File: config.mk
export PLATFORM = sky130hd
export DESIGN_NAME = sram_frame_writer
export DESIGN_NICKNAME = d
export VERILOG_FILES = /design/src/rtl/sram_frame_writer.sv
export SDC_FILE = /design/constraint.sdc
export NUM_CORES = 1
export LEC_CHECK = 0
export BUFFER_PORTS_ARGS = -buffer_cell sky130_fd_sc_hd__buf_2
export CAP_MARGIN = 20
export CORE_AREA = 2 2 124 114
export CTS_BUF_LIST = sky130_fd_sc_hd__clkbuf_8 sky130_fd_sc_hd__clkbuf_16
export DETAILED_ROUTE_END_ITERATION = 8
export DIE_AREA = 0 0 126 116
export HOLD_SLACK_MARGIN = 0.08
export SYNTH_ARGS = -nofsm -noshare
export SYNTH_HDL_FRONTEND = slang
export SYNTH_SLANG_ARGS = --single-unit
File: constraint.sdc
create_clock -name clk -period 2.8 [get_ports clk]
set_input_delay 0.14 -clock clk [delete_from_list [all_inputs] [get_ports clk]]
set_output_delay 0.14 -clock clk [all_outputs]
set_load 0.1 [all_outputs]
File: src/rtl/sram_frame_writer.sv
// sram_frame_writer: loads one FRAME_W x FRAME_H frame into the frame SRAM.
// The source is either a valid/ready stream or a constant fill value. The
// write address starts at a runtime base and wraps silently at the top of
// the address space.
//
// Ports:
//   clk, reset_n             clock, asynchronous active-low reset
//   start, mode              begin a frame write (mode 0 = stream, 1 = fill); sampled in IDLE
//   base_addr, fill_val      first address and fill word, latched with start
//   abort                    ends an active operation; goes to DONE on the next edge
//   s_valid, s_data, s_ready stream input; s_ready is high exactly while in STREAM
//   sram_en/we/addr/data     registered SRAM write port
//   busy, done               busy in STREAM/FILL; done pulses for the single DONE cycle
//   words_written            words written by the last or current operation
module sram_frame_writer #(
    parameter int unsigned DATA_WIDTH = 8,
    parameter int unsigned ADDR_WIDTH = 16,
    parameter int unsigned FRAME_W    = 64,
    parameter int unsigned FRAME_H    = 32
) (
    input  logic                  clk,
    input  logic                  reset_n,
    input  logic                  start,
    input  logic                  mode,
    input  logic [ADDR_WIDTH-1:0] base_addr,
    input  logic [DATA_WIDTH-1:0] fill_val,
    input  logic                  abort,
    input  logic                  s_valid,
    input  logic [DATA_WIDTH-1:0] s_data,
    output logic                  s_ready,
    output logic                  sram_en,
    output logic                  sram_we,
    output logic [ADDR_WIDTH-1:0] sram_addr,
    output logic [DATA_WIDTH-1:0] sram_data,
    output logic                  busy,
    output logic                  done,
    output logic [ADDR_WIDTH:0]   words_written
);

    localparam int unsigned CNT_W   = ADDR_WIDTH + 1;
    localparam int unsigned FRAME_N = FRAME_W * FRAME_H;
    localparam logic [CNT_W-1:0] LAST_OFF = CNT_W'(FRAME_N - 1);

    typedef enum logic [1:0] {
        S_IDLE   = 2'd0,
        S_STREAM = 2'd1,
        S_FILL   = 2'd2,
        S_DONE   = 2'd3
    } state_e;

    state_e                state_q, state_d;
    logic [ADDR_WIDTH-1:0] base_q, base_d;
    logic [DATA_WIDTH-1:0] fill_q, fill_d;
    // Offset of the next word; doubles as the words_written count.
    logic [CNT_W-1:0]      cnt_q, cnt_d;
    logic                  s_ready_q, s_ready_d;
    logic                  sram_en_q, sram_en_d;
    logic                  sram_we_q, sram_we_d;
    logic [ADDR_WIDTH-1:0] sram_addr_q, sram_addr_d;
    logic [DATA_WIDTH-1:0] sram_data_q, sram_data_d;
    logic                  busy_q, busy_d;
    logic                  done_q, done_d;
    logic                  wr_issue_c;

    // A write is issued on every stream handshake and on every FILL cycle.
    assign wr_issue_c = ((state_q == S_STREAM) && s_valid) || (state_q == S_FILL);

    // State register and datapath flops.
    always_ff @(posedge clk or negedge reset_n) begin
        if (!reset_n) begin
            state_q     <= S_IDLE;
            base_q      <= '0;
            fill_q      <= '0;
            cnt_q       <= '0;
            s_ready_q   <= 1'b0;
            sram_en_q   <= 1'b0;
            sram_we_q   <= 1'b0;
            sram_addr_q <= '0;
            sram_data_q <= '0;
            busy_q      <= 1'b0;
            done_q      <= 1'b0;
        end else begin
            state_q     <= state_d;
            base_q      <= base_d;
            fill_q      <= fill_d;
            cnt_q       <= cnt_d;
            s_ready_q   <= s_ready_d;
            sram_en_q   <= sram_en_d;
            sram_we_q   <= sram_we_d;
            sram_addr_q <= sram_addr_d;
            sram_data_q <= sram_data_d;
            busy_q      <= busy_d;
            done_q      <= done_d;
        end
    end

    // Next-state logic.
    always_comb begin
        state_d = state_q;
        unique case (state_q)
            S_IDLE: begin
                if (start) begin
                    state_d = mode ? S_FILL : S_STREAM;
                end
            end
            S_STREAM, S_FILL: begin
                if (abort || (wr_issue_c && (cnt_q == LAST_OFF))) begin
                    state_d = S_DONE;
                end
            end
            S_DONE: begin
                state_d = S_IDLE;
            end
            default: begin
                state_d = S_IDLE;
            end
        endcase
    end

    // Output and datapath logic; status flags follow the next state so they
    // are registered in step with state_q.
    always_comb begin
        base_d      = base_q;
        fill_d      = fill_q;
        cnt_d       = cnt_q;
        sram_en_d   = 1'b0;
        sram_we_d   = 1'b0;
        sram_addr_d = sram_addr_q;
        sram_data_d = sram_data_q;

        if ((state_q == S_IDLE) && start) begin
            base_d = base_addr;
            fill_d = fill_val;
            cnt_d  = '0;
        end

        if (wr_issue_c) begin
            sram_en_d   = 1'b1;
            sram_we_d   = 1'b1;
            sram_addr_d = base_q + cnt_q[ADDR_WIDTH-1:0];
            sram_data_d = (state_q == S_STREAM) ? s_data : fill_q;
            cnt_d       = cnt_q + CNT_W'(1);
        end

        s_ready_d = (state_d == S_STREAM);
        busy_d    = (state_d == S_STREAM) || (state_d == S_FILL);
        done_d    = (state_d == S_DONE);
    end

    assign s_ready       = s_ready_q;
    assign sram_en       = sram_en_q;
    assign sram_we       = sram_we_q;
    assign sram_addr     = sram_addr_q;
    assign sram_data     = sram_data_q;
    assign busy          = busy_q;
    assign done          = done_q;
    assign words_written = cnt_q;

endmodule
==> reports/qor.txt <==
Worst-Margin Slew - 0.930 ns
Hold Fails Final Rpt - 0
Syn. warnings - 0
Netlist cell types - 48
top post-synthesis cells by count - dfrtp_1, nand2_1, o21ai_0
Achievable Freq - 0.417 GHz
CP max FO - 3
number of buffers created by CTS - 9
drt first pass iters - 4
top cell type's share of synthesized area - 46.8%
antenna cells - 0
die area - 14600 um^2
Final ANT Viol Nets - 0
Initial Utilization - 28.7%
met1 WL - 4700 um
area grow syn2layout - 29.8%
Max Used Layer - met4
#FFs+latches synth - 71
post-layout instance area - 4930 um^2
Core ar. - 13200 um^2
total grt overflow - 0
WS Path Type - reg2reg
Max Root-Sink Buffers - 2
post-CTS sizing - 0
I/O Buffers - 83
Max stage delay on crit path - 0.41 ns
CP bufs+invs - 0
Die Span Y - 116 um
Period minus WS final - 2.40 ns
vias in the first global route - 3012
clock latency on the worst-skew pair - 0.33 ns
initial drt markers - 197
routed vias - 3162
slowest CP cell - fa_1
Overall Global Routing Usage - 13.4%
Crit path max-delay family - compound AO/OA/AOI/OAI gates
WP data required - 2.99 ns
maxcap violations - 0
Top cell by count, worst path - a221oi_2
CTS clk-pin slew, worst paths - 0.06 ns
most area-hungry cell type in the Yosys netlist - dfrtp_1
CP endpoint kind - flip-flop
crit share post-route - 85.7%
Post-Syn Instances - 371
Seq/Total Area, Yosys - 46.8%
final setup fails - 0
largest net degree at the start of global routing - 72
CP arrival - 2.59 ns
syn_nets - 432
final-stage net count - 542
Synth area leaders - dfrtp_1, ha_1, mux2_2, o21ai_0, nand2_1
die width - 126 um
worst-path cell chain - ha_1 > fa_1 > a21o_1 > a221oi_2 > o21ai_2 > a221oi_2 > xor2_1 > o21ai_1
clock skew - 0.00733 ns
ys async rst share - 100%
hpwl dp - 6900 um
CTS tree - built
Cell Area, Placed - 4380 um^2
CP startpoint kind - flip-flop
layout cells sized above 1 - 28.6%
wire per inst - 14.7 um
DR DRC count - 0
average vias per placed instance - 4.83
status - complete, no violations
syn_area_per_cell - 10.2 um^2
# clock sinks - 71
final slew viol count - 0
RSZ-0062 raised after global routing - no
relative slew slack - 38.0%
first-pass GRT wire length - 15300 um
Synth Cell Area - 3790 um^2
Main synth FF type - dfrtp_1
post-CTS setup buffer count - 0
overall routed net length - 9640 um
htree depth - 3
post-route setup TNS - 0 ns
met3 wire length - 529 um
EDFF count, synth - 0
Hold Crit Class - in2reg
routed length on met2 - 4190 um
most numerous cell in the Yosys netlist - dfrtp_1
I/O Pins - 84
initial antenna violation count - 0
FP Rows - 40
Fill cells - 1366
# hold bufs at CTS - 25
Root Buffer - clkbuf_16
routability cong. - 0.890
==> registers in the layout, summed over array words and instances, names as in the netlist, 2 cells and up <==
name	flops
sram_addr	16
base_q	16
sram_data	8
words_written	17
state_q	2
fill_q	8
==> path summary, 6_finish.rpt <==
check                                             start                        end  slack [ns]  cells past startpoint
setup reg to reg           words_written[0]$_DFFE_PN0P_  sram_addr[12]$_DFFE_PN0P_        0.40                      8
hold reg to reg                sram_addr[1]$_DFFE_PN0P_   sram_addr[1]$_DFFE_PN0P_        0.47                      2
min in group asynchronous                       reset_n             done$_DFF_PN0_        0.49                      2
hold / removal                                s_data[6]   sram_data[6]$_DFFE_PN0P_        0.11                      3
setup / recovery           words_written[0]$_DFFE_PN0P_  sram_addr[12]$_DFFE_PN0P_        0.40                      8
max in group asynchronous                       reset_n      base_q[7]$_DFFE_PN0P_        1.70                      2
==> routing by layer <==
layer	up-vias	GRT usage, %
li1	1563	-
met1	1500	18.4
met2	83	19.7
met3	16	3.51
met4	0	6.15
met5	-	0
==> placed cells by master (no fill, tap or decap), drive strengths merged, types with 3 or more instances in the layout <==
cell type / count
inv: 11
nor2: 24
dfrtp: 71
clkbuf: 10
xor2: 7
mux2: 24
a31oi: 6
dlygate4sd3: 25
nand3: 9
o21ai: 48
mux2i: 9
o31ai: 3
a21o: 5
and3: 3
nor3: 3
nand2: 46
buf: 90
a21oi: 28
ha: 22
xnor2: 8
nand4: 7
==> cells by family after synthesis <==
kind of cell	share of synthesized area, %
compound gates	17.5
simple gates	11.6
flops	46.8
mux	9.50
buf+inv	3.40
fa+ha+maj	7.78
xor+xnor	3.46
==> worst min-delay path: stages <==
cell     delay, ns
buf_2         0.08
mux2i_1       0.05
o21ai_0       0.13
==> stage by stage <==
step	utilization, %	worst slack [ns]	hold WS (ns)	std cells
2_1_floorplan	-	0.00669	-0.156	371
3_3_place_gp	33.1	0.510	0.329	613
5_1_grt	37.3	0.303	0.122	654
6_report	37.3	0.399	0.105	654
3_5_place_dp	33.1	0.426	0.345	613
4_1_cts	37.3	0.415	0.0958	654
==> layout make-up <==
type | count | area, um^2 | area share [%]
inverters | 8 | 30.0 | 0.609
clock inverters | 6 | 61.3 | 1.24
well taps | 168 | 210 | 4.27
flip-flops and latches | 71 | 1780 | 36.1
clock buffers | 10 | 239 | 4.85
repair buffers | 115 | 721 | 14.6
multi-input cells | 276 | 1890 | 38.3
Power is left out: the tool's default activity adds up to more than one toggle a clock period on the data nets, which glitch-free logic cannot reach.
